==> config.mk <==
export PLATFORM = sky130hd
export DESIGN_NAME = clock_div_multi
export DESIGN_NICKNAME = d
export VERILOG_FILES = /design/src/rtl/clock_div_pkg.sv /design/src/rtl/clock_div_channel.sv /design/src/rtl/clock_div_multi.sv
export SDC_FILE = /design/constraint.sdc
export NUM_CORES = 1
export LEC_CHECK = 0
export BUFFER_PORTS_ARGS = -buffer_cell sky130_fd_sc_hd__buf_2
export CAP_MARGIN = 20
export CORE_ASPECT_RATIO = 0.6
export CORE_MARGIN = 2
export CORE_UTILIZATION = 70
export CTS_CLUSTER_DIAMETER = 50
export DETAILED_ROUTE_END_ITERATION = 7
export HOLD_SLACK_MARGIN = 0.06
export MAX_ROUTING_LAYER = met4
export PLACE_DENSITY = 0.88
export SYNTH_ARGS = -nofsm -noshare
export SYNTH_HDL_FRONTEND = slang
export SYNTH_SLANG_ARGS = --single-unit
==> constraint.sdc <==
create_clock -name clk_50M -period 12.6 [get_ports clk_50M]
set_input_delay 2.52 -clock clk_50M [delete_from_list [all_inputs] [get_ports clk_50M]]
set_output_delay 2.52 -clock clk_50M [all_outputs]
set_load 0.005 [all_outputs]
==> src/rtl/clock_div_pkg.sv <==
// -----------------------------------------------------------------------------
// clock_div_pkg
//   Shared definitions for the multi-channel clock divider.
//   - DIV_MIN      : smallest legal divide ratio (one high and one low cycle).
//   - STATE_W      : width of the per-channel state encoding.
//   - ch_state_t   : per-channel FSM state (IDLE / HIGH / LOW).
//   - hi_len_of()  : high-phase length for a total period N.
//   - lo_len_of()  : low-phase length for a total period N.
// -----------------------------------------------------------------------------
package clock_div_pkg;

    localparam int unsigned DIV_MIN = 2;
    localparam int          STATE_W = 2;

    typedef enum logic [STATE_W-1:0] {
        ST_IDLE = 2'd0,
        ST_HIGH = 2'd1,
        ST_LOW  = 2'd2
    } ch_state_t;

    // The high phase takes the rounded-up half, so odd ratios yield a high
    // phase one cycle longer than the low phase. Both helpers operate on a
    // fixed 32-bit value so any counter width up to 32 can share them.
    function automatic logic [31:0] hi_len_of(input logic [31:0] n);
        return n - (n >> 1);
    endfunction

    function automatic logic [31:0] lo_len_of(input logic [31:0] n);
        return n >> 1;
    endfunction

endpackage

==> src/rtl/clock_div_channel.sv <==
// -----------------------------------------------------------------------------
// clock_div_channel
//   One divided-clock channel: IDLE/HIGH/LOW FSM, phase counter, active and
//   pending divide ratio, and one-cycle rise/fall strobes.
//
// Ports:
//   clk        in   board clock
//   resetn     in   asynchronous active-low reset
//   en         in   run enable (level)
//   sync_start in   restart in phase (only acts when en=1)
//   wr         in   accepted ratio write for this channel (already validated)
//   wr_div     in   ratio carried by wr
//   clk_out    out  divided clock (registered)
//   rise_tick  out  first cycle of clk_out=1 after 0
//   fall_tick  out  first cycle of clk_out=0 after 1
//   pend       out  a written ratio is waiting for the next period boundary
//   state      out  current FSM state (debug)
// -----------------------------------------------------------------------------
module clock_div_channel
    import clock_div_pkg::*;
#(
    parameter int CNT_W       = 16,
    parameter int DEFAULT_DIV = 2
) (
    input  logic             clk,
    input  logic             resetn,
    input  logic             en,
    input  logic             sync_start,
    input  logic             wr,
    input  logic [CNT_W-1:0] wr_div,
    output logic             clk_out,
    output logic             rise_tick,
    output logic             fall_tick,
    output logic             pend,
    output ch_state_t        state
);

    logic [CNT_W-1:0] cnt;
    logic [CNT_W-1:0] div_act;
    logic [CNT_W-1:0] div_pend;

    ch_state_t        state_n;
    logic [CNT_W-1:0] cnt_n;
    logic             clk_n;
    logic             rise_n;
    logic             fall_n;
    logic             apply;

    // Terminal counts are compared at 32 bits so no bit of the helper
    // results is left dangling.
    logic [31:0] hi_last;
    logic [31:0] lo_last;
    logic [31:0] cnt_ext;

    assign hi_last = hi_len_of(32'(div_act)) - 32'd1;
    assign lo_last = lo_len_of(32'(div_act)) - 32'd1;
    assign cnt_ext = 32'(cnt);

    // Next-state / output decode. A HIGH entry is the only place where a
    // pending ratio may be applied, which keeps every period whole.
    always_comb begin
        state_n = state;
        cnt_n   = cnt;
        clk_n   = clk_out;
        rise_n  = 1'b0;
        fall_n  = 1'b0;
        apply   = 1'b0;

        if (sync_start && en) begin
            state_n = ST_HIGH;
            cnt_n   = '0;
            clk_n   = 1'b1;
            rise_n  = !clk_out;
            apply   = 1'b1;
        end else begin
            case (state)
                ST_IDLE: begin
                    clk_n = 1'b0;
                    if (en) begin
                        state_n = ST_HIGH;
                        cnt_n   = '0;
                        clk_n   = 1'b1;
                        rise_n  = 1'b1;
                        apply   = 1'b1;
                    end
                end
                ST_HIGH: begin
                    if (cnt_ext == hi_last) begin
                        state_n = ST_LOW;
                        cnt_n   = '0;
                        clk_n   = 1'b0;
                        fall_n  = 1'b1;
                    end else begin
                        cnt_n = cnt + CNT_W'(1);
                    end
                end
                ST_LOW: begin
                    // en is only consulted at the end of the low phase, so
                    // a drop mid-period still finishes the period and a
                    // re-raise before then cancels the stop.
                    if (cnt_ext == lo_last) begin
                        cnt_n = '0;
                        if (en) begin
                            state_n = ST_HIGH;
                            clk_n   = 1'b1;
                            rise_n  = 1'b1;
                            apply   = 1'b1;
                        end else begin
                            state_n = ST_IDLE;
                            clk_n   = 1'b0;
                        end
                    end else begin
                        cnt_n = cnt + CNT_W'(1);
                    end
                end
                default: begin
                    state_n = ST_IDLE;
                    cnt_n   = '0;
                    clk_n   = 1'b0;
                end
            endcase
        end
    end

    always_ff @(posedge clk or negedge resetn) begin
        if (!resetn) begin
            state     <= ST_IDLE;
            cnt       <= '0;
            clk_out   <= 1'b0;
            rise_tick <= 1'b0;
            fall_tick <= 1'b0;
        end else begin
            state     <= state_n;
            cnt       <= cnt_n;
            clk_out   <= clk_n;
            rise_tick <= rise_n;
            fall_tick <= fall_n;
        end
    end

    // Ratio bookkeeping. A boundary consumes the value that was pending
    // before this edge; a write arriving on the same edge is stored for the
    // following boundary and keeps pend set.
    always_ff @(posedge clk or negedge resetn) begin
        if (!resetn) begin
            div_act  <= CNT_W'(DEFAULT_DIV);
            div_pend <= CNT_W'(DEFAULT_DIV);
            pend     <= 1'b0;
        end else begin
            if (apply && pend) begin
                div_act <= div_pend;
            end
            if (wr) begin
                div_pend <= wr_div;
                pend     <= 1'b1;
            end else if (apply) begin
                pend <= 1'b0;
            end
        end
    end

endmodule

==> src/rtl/clock_div_multi.sv <==
// -----------------------------------------------------------------------------
// clock_div_multi
//   NUM_CH independent glitch-free divided clocks from clk_50M, each with a
//   runtime-programmable ratio and run enable, plus rise/fall strobes and a
//   global in-phase restart.
//
// Ports:
//   clk_50M    in   board clock (single domain)
//   resetn     in   asynchronous active-low reset
//   ch_en      in   per-channel run enable (level)
//   sync_start in   one-cycle pulse: restart all enabled channels in phase
//   cfg_wr     in   ratio write strobe
//   cfg_ch     in   channel targeted by cfg_wr
//   cfg_div    in   new total period N in clk_50M cycles
//   cfg_err    out  one-cycle pulse: write rejected
//   cfg_pend   out  per-channel: accepted ratio not yet applied
//   clk_out    out  divided clocks (registered)
//   rise_tick  out  first cycle of clk_out[i]=1 after 0
//   fall_tick  out  first cycle of clk_out[i]=0 after 1
//   ch_state   out  per-channel FSM state (debug)
//
// Config handshake: cfg_wr is a one-cycle valid with no ready; every strobe is
// resolved on the following cycle as either cfg_pend[cfg_ch]=1 (accepted) or
// cfg_err=1 (rejected: cfg_div below DIV_MIN or cfg_ch out of range).
// -----------------------------------------------------------------------------
module clock_div_multi
    import clock_div_pkg::*;
#(
    parameter int NUM_CH      = 4,
    parameter int CNT_W       = 16,
    parameter int DEFAULT_DIV = 2,
    parameter int CH_W        = (NUM_CH > 1) ? $clog2(NUM_CH) : 1
) (
    input  logic                            clk_50M,
    input  logic                            resetn,
    input  logic [NUM_CH-1:0]               ch_en,
    input  logic                            sync_start,
    input  logic                            cfg_wr,
    input  logic [CH_W-1:0]                 cfg_ch,
    input  logic [CNT_W-1:0]                cfg_div,
    output logic                            cfg_err,
    output logic [NUM_CH-1:0]               cfg_pend,
    output logic [NUM_CH-1:0]               clk_out,
    output logic [NUM_CH-1:0]               rise_tick,
    output logic [NUM_CH-1:0]               fall_tick,
    output logic [NUM_CH-1:0][STATE_W-1:0]  ch_state
);

    logic              ch_ok;
    logic              div_ok;
    logic              wr_ok;
    logic [NUM_CH-1:0] wr_sel;
    ch_state_t         st [NUM_CH];

    // cfg_ch may be wider than needed to address NUM_CH channels, so the
    // range check is real logic whenever NUM_CH is not a power of two or
    // CH_W is widened.
    assign ch_ok  = 32'(cfg_ch) < 32'(NUM_CH);
    assign div_ok = cfg_div >= CNT_W'(DIV_MIN);
    assign wr_ok  = cfg_wr && ch_ok && div_ok;

    always_ff @(posedge clk_50M or negedge resetn) begin
        if (!resetn) begin
            cfg_err <= 1'b0;
        end else begin
            cfg_err <= cfg_wr && !wr_ok;
        end
    end

    for (genvar i = 0; i < NUM_CH; i++) begin : g_ch
        assign wr_sel[i] = wr_ok && (32'(cfg_ch) == 32'(i));

        clock_div_channel #(
            .CNT_W      (CNT_W),
            .DEFAULT_DIV(DEFAULT_DIV)
        ) u_ch (
            .clk       (clk_50M),
            .resetn    (resetn),
            .en        (ch_en[i]),
            .sync_start(sync_start),
            .wr        (wr_sel[i]),
            .wr_div    (cfg_div),
            .clk_out   (clk_out[i]),
            .rise_tick (rise_tick[i]),
            .fall_tick (fall_tick[i]),
            .pend      (cfg_pend[i]),
            .state     (st[i])
        );

        assign ch_state[i] = st[i];
    end

endmodule
# ---- Word level (Yosys, flattened, before mapping)
# Cells that the tools add are included.
dict set report op_classes {
  n_addsub 16
  eq_ne 31
  magnitude_cmp 1
  muxes 100
  n_reduce_logical 36
}
# op count
set ops {}
lappend ops {{$eq A16 B32 Y1} 8}
lappend ops {{$mux W16} 16}
lappend ops {{$pmux W16 S3} 4}
lappend ops {{$sub A32 B1 Y32 const B} 4}
lappend ops {{$sub A16 B15 Y17} 4}
lappend ops {{$add A16 B1 Y16 const B} 4}
lappend ops {{$sub A15 B1 Y16 const B} 4}
lappend ops {{$mux W1} 52}
lappend ops {{$mux W2} 16}
lappend ops {{$ne A3 B1 Y1 const B} 8}
lappend ops {{$pmux W2 S3} 4}
lappend ops {{$ge A16 B2 Y1 const B} 1}
lappend ops {{$logic_and A1 B1 Y1} 14}
lappend ops {{$eq A2 B2 Y1 const B} 6}
lappend ops {{$ne A3 B2 Y1 const B} 4}
lappend ops {{$pmux W1 S3} 4}
lappend ops {{$reduce_and A3 Y1} 4}
lappend ops {{$eq A2 B1 Y1 const B} 5}
lappend ops {{$logic_not A2 Y1} 5}
lappend ops {{$pmux W1 S2} 4}
lappend ops {{$reduce_and A2 Y1} 4}
lappend ops {{$reduce_bool A2 Y1} 4}
lappend ops {{$logic_not A1 Y1} 5}
dict set report word_totals {
  regBits 217
  out_inout_bits 25
  elab_cells 217
  in_bits 26
}

# ---- Depth between registers and ports, before layout
# Gate-level depths: netlist (run 1).
dict set report depth {
  depth_word 7
  mapped_depth 18
  ltp_nobuf 15
}

# ---- By module
# Synthesis (run 1) repeated with hierarchy kept, for this count alone.
dict set report hier_totals {
  hier_cells 2164
  area_unflattened_um2 19836.5
}
# mod area_each_um2 cells_each instances
set by_module_without_submodules {}
lappend by_module_without_submodules {{clock_div_channel at g_ch[1].u_ch ...} 5132.4 568 2}
lappend by_module_without_submodules {{clock_div_channel at g_ch[0].u_ch} 4847.1 512 1}
lappend by_module_without_submodules {{clock_div_channel at g_ch[3].u_ch} 4618.2 504 1}
lappend by_module_without_submodules {clock_div_multi 106.4 12 1}

# ---- Worst setup path after synthesis (run 1)
# OpenSTA, ideal clock, no wires.
dict set report synth_path {
  kind {register to register}
  from {register g_ch[3].u_ch.div_act[1]}
  to {register g_ch[3].u_ch.cnt[10]}
  t_arrival_ns 4.269
  required_time_ns 12.482
  path_stages_with_launch 17
  path_buffers 2
  setup_time_ns 0.118
  synth_period_minus_slack_ns 4.387
  path_slack_ns 8.213
  path_cell_list {dfstp_2 inv_1 fa_1 o21bai_2 a21oi_1 xnor2_1 nand3_1 or4_4 or4_4 nor4b_2 nand2_1 a2111oi_4 o21ba_1 buf_4 buf_6 o31ai_1 a21o_1}
}
dict set report synth_between {
  elab_chain_cells 6
  elab_cells_between_ends 9
  cone_classes {3 x add/sub; 2 x eq/ne; 4 x mux}
}
# item line_no
set synth_lines {}
lappend synth_lines {{start: declaration} clock_div_channel.sv:39} ;# logic [CNT_W-1:0] div_act;
lappend synth_lines {{start signal: assignment} clock_div_channel.sv:146} ;# div_act <= CNT_W'(DEFAULT_DIV);
lappend synth_lines {{start signal: assignment} clock_div_channel.sv:151} ;# div_act <= div_pend;
lappend synth_lines {{$sub A16 B15 Y17} clock_div_pkg.sv:25} ;# return n - (n >> 1);
lappend synth_lines {{$sub A32 B1 Y32} clock_div_channel.sv:55} ;# assign hi_last = hi_len_of(32'(div_act)) - 32'd1;
lappend synth_lines {{$eq A16 B32 Y1} clock_div_channel.sv:88} ;# if (cnt_ext == hi_last) begin
lappend synth_lines {{$mux W16} clock_div_channel.sv:88}
lappend synth_lines {{$pmux W16 S3 *} clock_div_channel.sv:76} ;# case (state)
lappend synth_lines {{$mux W16 *} clock_div_channel.sv:69} ;# if (sync_start && en) begin
lappend synth_lines {{end signal: assignment} clock_div_channel.sv:134} ;# cnt <= cnt_n;
lappend synth_lines {{end: declaration} clock_div_channel.sv:38} ;# logic [CNT_W-1:0] cnt;
# Mark *: on every way between the ends. The rest lies on a longest branch, timed or not.
# A chain may end at the register's enable or synchronous reset.

# ---- Worst setup path in the final report (run 1)
dict set report layout_path {
  from {register g_ch[1].u_ch.div_act[1]}
  to {register g_ch[1].u_ch.cnt[11]}
}
dict set report layout_between {
  elab_chain_cells 6
  elab_cells_between_ends 9
  cone_classes {3 x add/sub; 2 x eq/ne; 4 x mux}
}
# item line_no
set layout_lines {}
lappend layout_lines {{start: declaration} clock_div_channel.sv:39}
lappend layout_lines {{start signal: assignment} clock_div_channel.sv:146}
lappend layout_lines {{start signal: assignment} clock_div_channel.sv:151}
lappend layout_lines {{$sub A16 B15 Y17} clock_div_pkg.sv:25}
lappend layout_lines {{$sub A32 B1 Y32} clock_div_channel.sv:55}
lappend layout_lines {{$eq A16 B32 Y1} clock_div_channel.sv:88}
lappend layout_lines {{$mux W16} clock_div_channel.sv:88}
lappend layout_lines {{$pmux W16 S3 *} clock_div_channel.sv:76}
lappend layout_lines {{$mux W16 *} clock_div_channel.sv:69}
lappend layout_lines {{end signal: assignment} clock_div_channel.sv:134}
lappend layout_lines {{end: declaration} clock_div_channel.sv:38}
# Marks and branches as above.

==> flow_metrics.env, run 1 <==
export IMPL_grt_pass1_vias=15000
export IMPL_cts_num_sinks=217
export IMPL_routed_wl_um=48600
export IMPL_antenna_found_initial=1
export IMPL_cts_reportedPaths_clkPinSlew_ns=0.07
export IMPL_grt_ovfl_total=0
export IMPL_ys_flop_type="dfrtp_1"
export IMPL_start_util_pct=70.6
export IMPL_critPathRequiredTime_ns=12.97
export IMPL_min_to="g_ch[2].u_ch.div_act[6]"
export IMPL_cp_max_fo=15
export IMPL_worstMarginPinSlew_ns=1.06
export IMPL_nets=2264
export IMPL_slowest_stage="a2111oi_0"
export IMPL_status="finished, final reports clean"
export IMPL_final_setup_viol_count=0
export IMPL_syn_to_final_growth_pct=6.51
export IMPL_final_fill_count=1905
export IMPL_async_flop_share_pct=100
export IMPL_fmax_ghz=0.177
export IMPL_synth_cells=2079
export IMPL_drcViolationCount=0
export IMPL_port_buffers=50
export IMPL_gp_congestion=1.02
export IMPL_hold_class="reg2reg"
export IMPL_fin_skew_ns=0.0221
export IMPL_cts_resized=0
export IMPL_synth_cell_types=93
export IMPL_fin_crit_sh_pct=44.8
export IMPL_syn_nets=2265
export IMPL_tns_ns=0
export IMPL_cpPeakStageDelay_ns=0.71
export IMPL_crit_path_frequent_cell="nand3_1"
export IMPL_rsz0062_at_grt="false"
export IMPL_grt_pass1_wl_um=78600
export IMPL_post_cts_buffers=0
export IMPL_fp_dieW_um=214
export IMPL_r2r_start="g_ch[1].u_ch.div_act[1]"
export IMPL_synth_area_sq_mm=0.0185
export IMPL_synth_edf_count=0
export IMPL_hpwl_um=36600
export IMPL_hold_depth=2
export IMPL_crit_family="compound AO/OA/AOI/OAI gates"
export IMPL_yosys_warnings=0
export IMPL_cp_cell_sequence="inv_1 > fa_1 > o21bai_1 > a21oi_1 > xnor2_1 > nand3_1 > nor3_1 > a31oi_1 > a2111oi_0 > o2111ai_1 > nor4_1 > o21ai_1 > nand3_1 > o311ai_0"
export IMPL_wl_per_cell_um=19.8
export IMPL_cp_end_kind="flip-flop"
export IMPL_ctsRootBufferMaster="clkbuf_16"
export IMPL_via_per_inst=6.58
export IMPL_r2r_cells=14
export IMPL_io_pins=51
export IMPL_reg2reg_to="g_ch[1].u_ch.cnt[11]"
export IMPL_multi_input_area_sq_mm=0.0121
export IMPL_seqCellArea_sq_mm=0.00544
export IMPL_grt_max_degree=77
export IMPL_avgSynthCellArea_sq_um=8.92
export IMPL_hold_viol_final=0
export IMPL_maxCapViolations=0
export IMPL_synth_seq_cells=217
export IMPL_htreeDepth=1
export IMPL_crit_type="reg2reg"
export IMPL_period_minus_slack_ns=5.65
export IMPL_seq_area_frac_synth_pct=29.3
export IMPL_rows=46
export IMPL_track_usage_pct=35.7
export IMPL_cp_start_kind="flip-flop"
export IMPL_worstHoldStart="g_ch[2].u_ch.div_pend[6]"
export IMPL_dieArea_sq_mm=0.0278
export IMPL_cts_buffers=24
export IMPL_drt_initial_drc_count=2089
export IMPL_fp_dieH_um=130
export IMPL_dp_cells=2412
export IMPL_hold_buffers=0
export IMPL_cp_num_buf_inv=1
export IMPL_firstDrtPassIters=5
export IMPL_cp_arrival_ns=6.02
export IMPL_slew_violations=0
export IMPL_fin_cells=2456
export IMPL_clk_path_buf_depth=3
export IMPL_relSlewSlack_pct=28.1
export IMPL_drtAntennaViolNets=0
export IMPL_drive_gt1_share_pct=12.6
export IMPL_crit_cells=14
export IMPL_cts_tree="done"
export IMPL_clock_latency_ns=0.55
export IMPL_rrSetupSlack_ns=6.95
export IMPL_vias=16200
export IMPL_design_core_area_sq_mm=0.0262
cell usage in the layout (no fill, tap or decap), types with 23 or more instances in the layout:
master / Yosys / final
nand3_1: 70 / 70
nor2b_1: 45 / 45
xnor2_1: 132 / 132
and3_1: 63 / 63
inv_1: 151 / 151
or3_1: 28 / 28
mux2_2: 116 / 116
ha_1: 156 / 156
nand2_1: 132 / 132
a31oi_1: 26 / 26
o31ai_1: 23 / 23
dfrtp_1: 209 / 209
nand4_1: 39 / 39
buf_2: 9 / 49
a21oi_1: 69 / 69
nor2_1: 100 / 100
nor3_1: 48 / 47
clkbuf_16: 0 / 25
nor4_1: 35 / 35
a211oi_1: 24 / 24
o21ai_0: 114 / 114
xor2_1: 59 / 59
how the worst max path moves through the flow:
| stage | to | start |
|---|---|---|
| floorplan | g_ch[3].u_ch.cnt[10] | g_ch[3].u_ch.div_act[1] |
| global placement | g_ch[1].u_ch.cnt[7] | g_ch[1].u_ch.div_act[1] |
| detailed placement | g_ch[1].u_ch.cnt[11] | g_ch[1].u_ch.div_act[1] |
| CTS | g_ch[1].u_ch.cnt[11] | g_ch[1].u_ch.div_act[1] |
| global route | g_ch[1].u_ch.cnt[11] | g_ch[1].u_ch.div_act[8] |
| finish | g_ch[1].u_ch.cnt[11] | g_ch[1].u_ch.div_act[1] |
worst min-delay path: stages, from the launching register on:
cell and delay, ns:
dfrtp_1 0.34, nand2_1 0.05, o21ai_0 0.06
final cells by class:
cell class                 instances  area share (%)
multi-input combinational       1625            61.4
clock buffer                      31            3.49
timing repair buffer              59            1.70
sequential                       217            27.6
tap                              360            2.28
antenna                            1          0.0127
clock inverter                    12           0.697
inverter                         151            2.87
through the flow:
stage | hold WS, ns | instance area [sq um] | util (%) | setup WS (ns)
global route | 0.497 | 19700 | 75.2 | 6.63
detailed placement | 0.470 | 18900 | 72.1 | 7.15
CTS | 0.481 | 19700 | 75.2 | 7.12
global placement | 0.457 | 18900 | 72.0 | 6.95
finish | 0.481 | 19700 | 75.2 | 6.95
floorplan | 0.444 | 18500 | - | 8.21
routing by layer:
| layer | global-route usage (%) | wire (um) | share of wire, % | vias to the layer above |
|---|---|---|---|---|
| met1 | 50.7 | 22500 | 46 | 7820 |
| met2 | 53.0 | 20600 | 42 | 731 |
| li1 | - | - | - | 7537 |
| met5 | - | 0 | 0 | - |
| met4 | 7.39 | 855 | 1.8 | 0 |
| met3 | 7.44 | 4640 | 9.5 | 72 |
Yosys cell counts, types with 45 or more instances:
cell type  number  area (sq um)
clkbuf_1       54           203
nand3_1        70           350
a21oi_1        69           345
o21ai_0       114           571
dfrtp_1       209          5230
nor2b_1        45           282
xor2_1         59           517
inv_1         151           567
ha_1          156          1950
and3_1         63           394
nor2_1        100           375
nor3_1         48           240
mux2_2        116          1310
xnor2_1       132          1160
nand2_1       132           495
state kept, by name, summed over array words and instances, names as in the netlist:
signal / cells
cfg_err: 1
g_ch.u_ch.clk_out: 4
g_ch.u_ch.cnt: 64
g_ch.u_ch.div_act: 64
g_ch.u_ch.div_pend: 64
g_ch.u_ch.fall_tick: 4
g_ch.u_ch.pend: 4
g_ch.u_ch.rise_tick: 4
g_ch.u_ch.state: 8
kinds of logic after synthesis:
logic type	count (synthesis)	synth area share (%)
AND/OR/NAND/NOR	690	20.5
AO/OA/AOI/OAI	453	16.9
buffers and inverters	237	5.28
flip-flops	217	29.3
XOR/XNOR	194	9.39
adder cells (fa/ha/maj)	160	11.0
multiplexers	128	7.69
Power of run 1 is left out: the tool's default activity adds up to more than one toggle a clock period on the data nets, which glitch-free logic cannot reach.
==> inputs of run 2 (changes only) <==
- CORE_UTILIZATION: 70 -> 65
- PLACE_DENSITY: 0.88 -> 0.83
- clock period: 12.6 -> 5.53 ns (I/O delays scaled with it)
==> run 2 against run 1 <==
Critical path depth stayed put. Core utilization is 3.7 points lower. Final area is 0.78% higher. Clock skew is 0.013 ns lower. Sequential share of layout area is 0.21 points lower. Global-route usage is 2.8 points lower.
==> flow_metrics.env, run 2 (same netlist as run 1, synthesis figures left out) <==
export IMPL_crit_type="reg2reg"
export IMPL_cp_num_buf_inv=1
export IMPL_fmax_ghz=0.196
export IMPL_drcViolationCount=0
export IMPL_top_regs="g_ch.u_ch.cnt (64), g_ch.u_ch.div_act (64), g_ch.u_ch.div_pend (64)"
export IMPL_track_usage_pct=32.9
export IMPL_hold_viol_final=0
export IMPL_port_buffers=50
export IMPL_grt_max_degree=127
export IMPL_routed_wl_um=48500
export IMPL_fin_crit_sh_pct=92.4
export IMPL_slew_violations=0
export IMPL_grt_pass1_vias=14700
export IMPL_vias=16000
export IMPL_cts_num_sinks=217
export IMPL_grt_ovfl_total=0
export IMPL_dieArea_sq_mm=0.0299
export IMPL_fp_dieW_um=222
export IMPL_drt_initial_drc_count=1472
export IMPL_cp_start_kind="flip-flop"
export IMPL_diodes=0
export IMPL_cp_end_kind="flip-flop"
export IMPL_cts_tree="done"
export IMPL_htreeDepth=1
export IMPL_rows=47
export IMPL_drive_gt1_share_pct=13.1
export IMPL_cts_buffers=24
export IMPL_hold_class="reg2reg"
export IMPL_final_common_cell="dfrtp_1"
export IMPL_cp_cell_sequence="inv_1 > ha_1 > o21bai_1 > a21oi_1 > xnor2_1 > nand3_1 > nor3_1 > a31oi_1 > a2111oi_0 > o2111ai_1 > nor4_1 > o21ai_1 > nand3_1 > o311ai_0"
export IMPL_cts_reportedPaths_clkPinSlew_ns=0.07
export IMPL_nets=2274
export IMPL_via_per_inst=6.47
export IMPL_hpwl_um=36800
export IMPL_design_core_area_sq_mm=0.0278
export IMPL_status="finished, final reports clean"
export IMPL_relSlewSlack_pct=35.7
export IMPL_cp_max_fo=15
export IMPL_critPathRequiredTime_ns=5.91
export IMPL_wl_per_cell_um=19.6
export IMPL_final_fill_count=2155
export IMPL_post_cts_buffers=0
export IMPL_syn_to_final_growth_pct=7.34
export IMPL_grt_pass1_wl_um=77900
export IMPL_worstMarginPinSlew_ns=0.964
export IMPL_fp_dieH_um=135
export IMPL_cpPeakStageDelay_ns=0.61
export IMPL_start_util_pct=66.7
export IMPL_final_setup_viol_count=0
export IMPL_slowest_stage="nor4_1"
export IMPL_period_minus_slack_ns=5.11
export IMPL_cp_arrival_ns=5.49
export IMPL_clk_path_buf_depth=3
export IMPL_rsz0062_at_grt="false"
export IMPL_io_pins=51
export IMPL_tns_ns=0
export IMPL_layout_common_cells="dfrtp_1, ha_1, inv_1"
export IMPL_crit_family="simple AND/OR/NAND/NOR gates"
export IMPL_clock_latency_ns=0.54
export IMPL_ctsRootBufferMaster="clkbuf_16"
export IMPL_crit_path_frequent_cell="nand3_1"
export IMPL_firstDrtPassIters=6
export IMPL_gp_congestion=0.975
export IMPL_antenna_found_initial=1
export IMPL_fin_skew_ns=0.00954
export IMPL_drtAntennaViolNets=0
export IMPL_maxCapViolations=0
[run 2: worst reg2reg max path, cell delays in order (launching register included)]
cell and delay, ns:
dfstp_2 0.59, inv_1 0.10, ha_1 0.34, o21bai_1 0.26
a21oi_1 0.12, xnor2_1 0.50, nand3_1 0.22, nor3_1 0.54
a31oi_1 0.16, a2111oi_0 0.45, o2111ai_1 0.19, nor4_1 0.61
o21ai_1 0.17, nand3_1 0.45, o311ai_0 0.25
[run 2: layout make-up]
type / count / area, sq um / share of cell area, %
multi-input combinational: 1625 / 12100 / 61.0
sequential: 217 / 5440 / 27.3
clock buffer: 31 / 688 / 3.46
inverter: 151 / 567 / 2.85
tap: 367 / 459 / 2.31
timing repair buffer: 69 / 422 / 2.12
clock inverter: 12 / 190 / 0.956
[run 2: repair_timing]
| action | 4_1_cts | 5_1_grt |
|---|---|---|
| endpoints found under the hold margin | 0 | 0 |
| setup endpoints to repair | 0 | 7 |
| gates resized for setup | 0 | 1 |
| hold buffers | 0 | 0 |
[run 2: stage by stage]
stage                     cell area [sq um]  worst slack [ns]  util (%)  hold slack [ns]  instances
after global placement                19000             0.712      68.2            0.457       2426
after floorplan                       18500              1.14         -            0.444       2079
final                                 19900             0.418      71.5            0.481       2472
after CTS                             19800             0.480      71.4            0.484       2469
after global routing                  19900            0.0625      71.5            0.510       2472
after detailed placement              19000             0.491      68.2            0.468       2426
[run 2: routing by layer]
layer  GRT usage (%)  wire length, um  vias up
li1                -                -     7538
met1            48.3            23500     7799
met2            48.6            20800      596
met3            5.66             3630       51
met4            4.65              599        0
met5               -                0        -
[run 2: worst paths after layout]
path                                      startpoint                  endpoint  slack (ns)  depth (start not counted)
max                          g_ch[1].u_ch.div_act[1]      g_ch[1].u_ch.cnt[11]        0.42                         14
min in group asynchronous                     resetn      g_ch[3].u_ch.cnt[14]        0.61                          1
max reg2reg                  g_ch[1].u_ch.div_act[1]      g_ch[1].u_ch.cnt[11]        0.42                         14
max in group asynchronous                     resetn       g_ch[0].u_ch.cnt[2]        3.67                          2
min reg2reg                g_ch[2].u_ch.div_pend[10]  g_ch[2].u_ch.div_act[10]        0.48                          2
min                        g_ch[2].u_ch.div_pend[10]  g_ch[2].u_ch.div_act[10]        0.48                          2
Power of run 2 is left out for the same reason.
